## src/rtl/vga_timing_gen.sv

```systemverilog
// vga_timing_gen: raster counters with registered active/sync/frame-strobe decodes
module vga_timing_gen #(
  parameter int H_ACTIVE    = 640,
  parameter int H_FP        = 16,
  parameter int H_SYNC      = 96,
  parameter int H_BP        = 48,
  parameter int V_ACTIVE    = 480,
  parameter int V_FP        = 10,
  parameter int V_SYNC      = 2,
  parameter int V_BP        = 33,
  parameter bit SYNC_ACTIVE = 1'b0
) (
  input  logic       clk,
  input  logic       rst_n,
  input  logic       pix_en,
  output logic [9:0] x,
  output logic [9:0] y,
  output logic       active,
  output logic       hsync,
  output logic       vsync,
  output logic       next_frame,
  output logic [7:0] frame_count
);
  localparam int H_TOTAL = H_ACTIVE + H_FP + H_SYNC + H_BP;
  localparam int V_TOTAL = V_ACTIVE + V_FP + V_SYNC + V_BP;
  localparam logic [9:0] H_LAST = 10'(H_TOTAL - 1);
  localparam logic [9:0] V_LAST = 10'(V_TOTAL - 1);
  localparam logic [9:0] H_ACT  = 10'(H_ACTIVE);
  localparam logic [9:0] V_ACT  = 10'(V_ACTIVE);
  localparam logic [9:0] HS_BEG = 10'(H_ACTIVE + H_FP);
  localparam logic [9:0] HS_END = 10'(H_ACTIVE + H_FP + H_SYNC);
  localparam logic [9:0] VS_BEG = 10'(V_ACTIVE + V_FP);
  localparam logic [9:0] VS_END = 10'(V_ACTIVE + V_FP + V_SYNC);
  logic [9:0] nx, ny;
  logic       nf;
  // next raster position; decodes below are taken from it so they line up with x/y
  always_comb begin
    nx = !pix_en ? x : (x == H_LAST) ? '0 : x + 10'd1;
    ny = (!pix_en || x != H_LAST) ? y : (y == V_LAST) ? '0 : y + 10'd1;
    nf = pix_en && x == H_LAST && ny == V_ACT;
  end
  // counter and decode registers; reset parks at the last pixel so the first advance lands on (0,0)
  always_ff @(posedge clk or negedge rst_n) begin
    if (!rst_n) begin
      x           <= H_LAST;
      y           <= V_LAST;
      active      <= 1'b0;
      hsync       <= ~SYNC_ACTIVE;
      vsync       <= ~SYNC_ACTIVE;
      next_frame  <= 1'b0;
      frame_count <= '0;
    end else begin
      x           <= nx;
      y           <= ny;
      active      <= nx < H_ACT && ny < V_ACT;
      hsync       <= (nx >= HS_BEG && nx < HS_END) ? SYNC_ACTIVE : ~SYNC_ACTIVE;
      vsync       <= (ny >= VS_BEG && ny < VS_END) ? SYNC_ACTIVE : ~SYNC_ACTIVE;
      next_frame  <= nf;
      frame_count <= frame_count + {7'd0, nf};
    end
  end
endmodule
```

## config.mk

```make
export PLATFORM = sky130hd
export DESIGN_NAME = vga_timing_gen
export DESIGN_NICKNAME = d
export VERILOG_FILES = /design/src/rtl/vga_timing_gen.sv
export SDC_FILE = /design/constraint.sdc
export NUM_CORES = 1
export LEC_CHECK = 0
export CAP_MARGIN = 20
export CORE_MARGIN = 8
export CORE_UTILIZATION = 48
export CTS_BUF_LIST = sky130_fd_sc_hd__clkbuf_4
export CTS_CLUSTER_DIAMETER = 200
export DETAILED_ROUTE_END_ITERATION = 10
export PLACE_DENSITY = 0.78
export SETUP_SLACK_MARGIN = 0.3
export SYNTH_ARGS = -nofsm -noshare
export SYNTH_HDL_FRONTEND = slang
export SYNTH_SLANG_ARGS = --single-unit
```

## constraint.sdc

```tcl
create_clock -name clk -period 2.81 [get_ports clk]
set_input_delay 0.562 -clock clk [delete_from_list [all_inputs] [get_ports clk]]
set_output_delay 0.562 -clock clk [all_outputs]
set_load 0.03 [all_outputs]
```

Word-level counts from Yosys, hierarchy flattened --
Index checks and enable logic that the tools add are counted.
Storage, ports and cells: register bits 32, bits of input ports 3, output and inout port bits 32, word-level logic and storage cells 33
Operators by class: $add $sub $neg 3, order comparisons 6, equality and inequality tests 4, muxes and demuxes 6, reductions and logical operators 7
Operators with widths (count):
- $mux W10 | 4
- $add A10 B1 Y10 const B | 2
- $eq A10 B10 Y1 const B | 2
- $lt A10 B10 Y1 const B | 2
- $lt A10 B9 Y1 const B | 2
- $eq A10 B9 Y1 const B | 1
- $ge A10 B10 Y1 const B | 1
- $ge A10 B9 Y1 const B | 1
- $ne A10 B10 Y1 const B | 1
- $add A8 B1 Y8 | 1
- $logic_and A1 B1 Y1 | 5
- $mux W1 | 2
- $logic_not A1 Y1 | 1
- $logic_or A1 B1 Y1 | 1

Longest topological paths before layout --
Gate-level depths: netlist of run 1.
word-level depth 6, gate-level depth with buffers 13, mapped depth without buffers 12

Worst setup path after synthesis of run 1 --
Ideal clock, no wire load.
kind flip-flop to flip-flop, start point register y[0], end point register frame_count[6], setup time 134 ps, arrival 3109 ps, required time 2676 ps, setup slack -433 ps, cell stages (with the launch flop) 14, buffers on the path 1, period minus slack after synthesis 3243 ps, cells stage by stage dfrtp_1 > inv_1 > ha_1 > or4b_1 > or4_1 > buf_2 > a22o_1 > a211oi_2 > and4_1 > ha_1 > ha_1 > and3_1 > nand3_1 > xnor2_1
Between the ends: word-level cells in the longest chain between the ends 6, elaborated cells on any way between the ends 7, classes of those cells 2 x add/sub; 2 x eq/ne; 2 x mux; 1 x reduce/logical
RTL lines:
- from (decl) | line 17 | output logic [9:0] y,
- from (signal assigned) | line 54 | y <= ny;
- $add A10 B1 Y10 / $eq A10 B10 Y1 (equally long branches) | line 39 | ny = (!pix_en || x != H_LAST) ? y : (y == V_LAST) ? '0 : y + 10'd1;
- $mux W10 | line 39
- $mux W10 * | line 39
- $eq A10 B9 Y1 * | line 40 | nf = pix_en && x == H_LAST && ny == V_ACT;
- $logic_and A1 B1 Y1 * | line 40
- named net nf | line 35 | logic nf;
- $add A8 B1 Y8 * | line 59 | frame_count <= frame_count + {7'd0, nf};
- to (signal assigned) | line 59
- to (decl) | line 22 | output logic [7:0] frame_count
Mark *: on every way through the listed nets, which the timed path passes. The rest lies on a longest branch.

Worst setup path after layout of run 1 --
Same ends and word-level chain as after synthesis.

==> out/qor.txt, run 1 <==
Status = finished, violations left
Failing checks = setup timing
Height of the chip = 77.1 um
Synthesis warning total = 0
Min-delay worst type = register to register
EDFF count, synth = 0
DR WL/cell = 16.7 um
Via density = 5.55
Worst setup EP type = register
H-tree depth = 2
IO buf count = 34
Final WS setup = -237 ps
Root buf cell = clkbuf_4
Area grow syn2layout = 46.2%
DIE AREA = 5950 um2
IO Pins = 35
Slew margin rel. = 73.1%
Core ar. = 3630 um2
Tcrit/Tclk final = 108%
GRT met3 Usage = 6.18%
Clk pin slew, worst setup/hold paths = 100 ps
CTS Buf Count = 5
Initial Utilization = 49.4%
Sum of negative setup slack = -822 ps
Rows = 22
Largest net degree at the start of global routing = 33
Router iterations before antenna repair = 4
Maximum vdd drop = 287 uV
Max cap viols = 0
Async S/R FF share, synth = 100%
Commonest cells in the netlist = dfrtp_1, inv_1, nand3_1
Dpl hpwl = 3480 um
Initial antenna violation count = 0
Vias in the first global route = 1645
Least-Margin Pin Slew = 403 ps
Mapped Cells = 177
Fmax = 0.328 GHz
Global-route wire length before repair = 8110 um
PwrDens = 496 nW/um2
Layout cells sized above 1 = 35.9%
LEAKAGE = 1.13 nW
Worst Hold Slack = 487 ps
Sequential area share after synthesis = 45.5%
Gr busiest metal = met2
RSZ-0062 raised after global routing = yes
Remaining antenna violation count after routing = 0
Grt met2 use = 27.1%
Syn Area/Cell = 10.1 um2
Crit path launch type = register
CP arrival = 3290 ps
Commonest register cell after synthesis = dfrtp_1
Congestion Overflow GR = 0
Total wire length = 4980 um
Via count = 1658
Final core utilization = 72.2%
Die X = 77.1 um
Clock Path Buffers = 2
CTS tree = yes
Synth cell types = 50
Ranking of synthesized cells by area = dfrtp_1, dfstp_2, xnor2_1
Flop2flop setup slack = -240 ps
Final hold viol count = 0
Worst EP required = 3060 ps
Clk_skew = 13.8 ps
Largest fanout on the critical path = 3
Post-synth top area cell = dfrtp_1
Worst skew pair latency = 360 ps
DP Cell Count = 278
Post-route insts no fill = 299
# diodes = 0
Worst Setup Path Type = register to register
Top-count cell post-synth = dfrtp_1
Post-synth top area share = 27.9%
Nets@finish = 258
Pre-CTS setup slack = -486 ps
DRC Markers = 0
Max Slew Vio Count = 0
Tmin final = 3050 ps
Final setup fails = 6
Clock Sinks = 32
#FFs+latches synth = 32
Met1 GRT Util = 19.5%
Overall global routing resource usage = 16.8%
Hold Buf Count CTS = 0
Initial DRC Count = 69
Post-Synthesis Cell Area = 1790 um2
Syn nets = 185
GP Congestion = 0.916
[metrics by stage]
step,power [mW],area [um2]
after floorplan,0.781,1860
after global placement,0.929,2390
after detailed placement,0.940,2390
after CTS,1.31,2590
after global routing,1.36,2620
final,1.30,2620
[logic make-up after synthesis]
family	after synthesis	share of synthesized area, %
buffers and inverters	24	7.67
flip-flops	32	45.5
XOR/XNOR	18	8.79
multiplexers	1	0.558
AO/OA/AOI/OAI	27	10.1
AND/OR/NAND/NOR	70	23.9
adder cells (fa/ha/maj)	5	3.49
[critical path: stages (launching register included)]
cell and delay (ps):
dfrtp_2 420, inv_2 80, ha_4 130, or4b_4 460
or4_4 440, a22o_1 230, a211oi_2 230, and4_4 300
ha_4 150, ha_4 120, and3_4 190, nand3_2 80
xnor2_1 130
[sequential cells by signal (all words and copies together) (netlist names)]
| name | count |
|---|---|
| active | 1 |
| frame_count | 8 |
| hsync | 1 |
| next_frame | 1 |
| vsync | 1 |
| x | 10 |
| y | 10 |
[where the power goes]
group	leakage (nW)	internal (mW)	switching, mW
sequential	0.392	0.518	0.0412
combinational	0.695	0.161	0.211
clock	0.0456	0.196	0.173
total	1.13	0.875	0.426
[final timing paths]
path / startpoint / end / cells after the start
setup / recovery: y[0] / frame_count[6] / 12
hold / removal: frame_count[7] / frame_count[7] / 1
setup reg to reg: y[0] / frame_count[6] / 12
hold reg to reg: frame_count[7] / frame_count[7] / 1
max in group asynchronous: rst_n / y[9] / 2
min in group asynchronous: rst_n / y[6] / 2
[routing by layer]
metal  part of all wire, %  routed length (um)  up-vias
met3                   6.9                 343       13
met5                     0                   0        -
met2                    51                2520       55
li1                      -                   -      775
met4                   1.9                  97        0
met1                    41                2020      815
[cell usage in the layout (no fill, tap or decap), types with 3 or more instances in the layout]
cell	synthesis	layout
buf_4	1	36
clkdlybuf4s50_1	0	33
dfrtp_1	20	16
nand3_1	14	13
xnor2_1	12	12
inv_1	14	12
dfstp_2	12	12
nand2_1	10	10
o21ai_0	8	7
xor2_1	6	6
clkbuf_4	1	6
buf_6	5	6
nor2_1	5	5
nand4_1	5	5
nor3_1	6	5
nor4_1	4	4
ha_4	0	4
dfrtp_2	0	4
o21ai_1	3	3
[cell type report]
type                            instances  area, um2
Clock buffer                            6       45.0
Clock inverter                          2       35.0
Fill cell                             269       1010
Inverter                               14       52.6
Multi-Input combinational cell        121        933
Sequential cell                        32        821
Tap cell                               48       60.1
Timing Repair Buffer                   76        677
[repair_timing]
action / CTS / global route
gates cloned: 0 / 0
endpoints found under the setup margin: 8 / 9
buffers inserted: 9 / 4
gates resized for setup: 16 / 1
pin swaps: 5 / 2
No activity file was read; power rests on OpenSTA's default activity.
==> inputs of run 2 (changes only) <==
--- a/config.mk
+++ b/config.mk
@@ -6,13 +6,12 @@
 export NUM_CORES = 1
 export LEC_CHECK = 0
 export CAP_MARGIN = 20
-export CORE_MARGIN = 8
 export CORE_UTILIZATION = 48
 export CTS_BUF_LIST = sky130_fd_sc_hd__clkbuf_4
 export CTS_CLUSTER_DIAMETER = 200
 export DETAILED_ROUTE_END_ITERATION = 10
 export PLACE_DENSITY = 0.78
-export SETUP_SLACK_MARGIN = 0.3
+export SETUP_SLACK_MARGIN = 0.1
 export SYNTH_ARGS = -nofsm -noshare
 export SYNTH_HDL_FRONTEND = slang
 export SYNTH_SLANG_ARGS = --single-unit
==> run 2 against run 1 <==
Effect of this change: the flow still finishes with violations (setup timing); clock-buffer cell count shrank 1; hold slack gained 12 ps; non-clock buffer count shrank 5; utilization grew 0.81 points; routed wire length shrank 10%; largest cell class unchanged; highest routed layer unchanged.
==> out/qor.txt, run 2 (same netlist as run 1, synthesis figures left out) <==
Via density = 5.52
DRC Markers = 0
Largest fanout on the critical path = 3
Least-Margin Pin Slew = 432 ps
Status = finished, violations left
Largest net degree at the start of global routing = 33
Min-delay worst type = register to register
Commonest non-fill, non-tap cells in the layout = buf_4, clkdlybuf4s50_1, dfrtp_1
Congestion Overflow GR = 0
Hold Buf Count CTS = 0
Setup crit start = y[0]
Layout cells sized above 1 = 33.7%
CP arrival = 3170 ps
Flop2flop setup slack = -140 ps
Nets@finish = 253
Min-delay src = frame_count[7]
CTS Buf Count = 5
Final setup fails = 5
Worst skew pair latency = 330 ps
Final WS setup = -137 ps
PwrDens = 475 nW/um2
FILL cells = 275
LEAKAGE = 1.09 nW
Max Slew Vio Count = 0
Height of the chip = 63.1 um
Tcrit/Tclk final = 105%
CTS tree = yes
Worst r2r path cells = 12
R2R Path End = frame_count[6]
Hold Path Depth = 1
Overall global routing resource usage = 24.4%
Initial antenna violation count = 0
Initial DRC Count = 114
Clock Path Buffers = 2
Most common cell after layout, fill and taps aside = buf_4
DIE AREA = 3990 um2
Min-Delay Endpoint = frame_count[7]
Worst setup EP type = register
RSZ-0062 raised after global routing = yes
DR WL/cell = 15.3 um
IO Pins = 35
Final hold viol count = 0
Sum of negative setup slack = -310 ps
Vias in the first global route = 1575
Die X = 63.1 um
GP Congestion = 0.926
Worst Setup Path Type = register to register
Tmin final = 2950 ps
Global-route wire length before repair = 7580 um
Rows = 21
Clk_skew = 5.92 ps
Root buf cell = clkbuf_4
Core ar. = 3470 um2
Max cap viols = 0
Slew margin rel. = 70.9%
Clk pin slew, worst setup/hold paths = 110 ps
Pre-CTS setup slack = -490 ps
H-tree depth = 2
Remaining antenna violation count after routing = 0
Maximum vdd drop = 420 uV
Clock Sinks = 32
Worst EP required = 3030 ps
Area grow syn2layout = 41.1%
Dpl hpwl = 3350 um
Fmax = 0.339 GHz
Total wire length = 4470 um
Biggest regs = x: 10 flops, y: 10 flops, frame_count: 8 flops
# diodes = 0
IO buf count = 34
Worst r2r src = y[0]
Failing checks = setup timing
Via count = 1611
Crit path launch type = register
Router iterations before antenna repair = 4
Initial Utilization = 51.7%
[run 2: worst max-delay path by stage]
stage                                 to  slack, ps  depth (start not counted)
after global placement    frame_count[6]       -410                         11
after global routing      frame_count[6]       -250                         12
final                     frame_count[6]       -140                         12
after detailed placement  frame_count[6]       -490                         11
after CTS                 frame_count[6]       -140                         12
after floorplan           frame_count[6]       -330                         13
[run 2: layout make-up]
cell class	count	area (um2)	share of cell area [%]
timing repair buffer	71	621	24.5
multi-input combinational	121	925	36.5
clock buffer	5	37.5	1.48
inverter	14	52.6	2.08
clock inverter	3	18.8	0.741
tap	46	57.6	2.27
sequential	32	821	32.4
[run 2: layer usage]
layer	up-vias	global-route usage [%]	wire, um
li1	768	-	-
met1	776	32.9	2010
met2	65	39.0	2170
met3	2	5.25	278
met4	0	7.85	21
met5	-	0	0
[run 2: worst max-delay path: stages, from the launching register on]
cell and delay, ps:
dfrtp_2 430, inv_2 70, ha_1 130, or4b_4 450
or4_4 430, a22o_1 210, a211oi_2 180, and4_4 270
ha_4 150, ha_4 120, and3_4 200, nand3_2 80
xnor2_1 130
[run 2: where the power goes]
group	switching [mW]	internal [mW]	leakage [nW]	total, mW
Combinational	0.219	0.172	0.660	0.391
Sequential	0.0345	0.518	0.392	0.552
Clock	0.165	0.0960	0.0349	0.261
[run 2: timing repair]
item / in CTS / in global routing
setup endpoints to repair: 6 / 6
pin swaps: 3 / 2
gates resized for setup: 8 / 1
buffers inserted: 2 / 1
[run 2: stage by stage]
step	cell area [um2]	utilization, %	total power [mW]	hold WS [ps]	cells
final	2530	73.0	1.20	500	292
after global routing	2530	73.0	1.27	515	292
after CTS	2520	72.6	1.21	502	291
after detailed placement	2410	69.6	0.952	487	281
after global placement	2410	69.6	0.939	466	281
after floorplan	1850	-	0.781	266	177
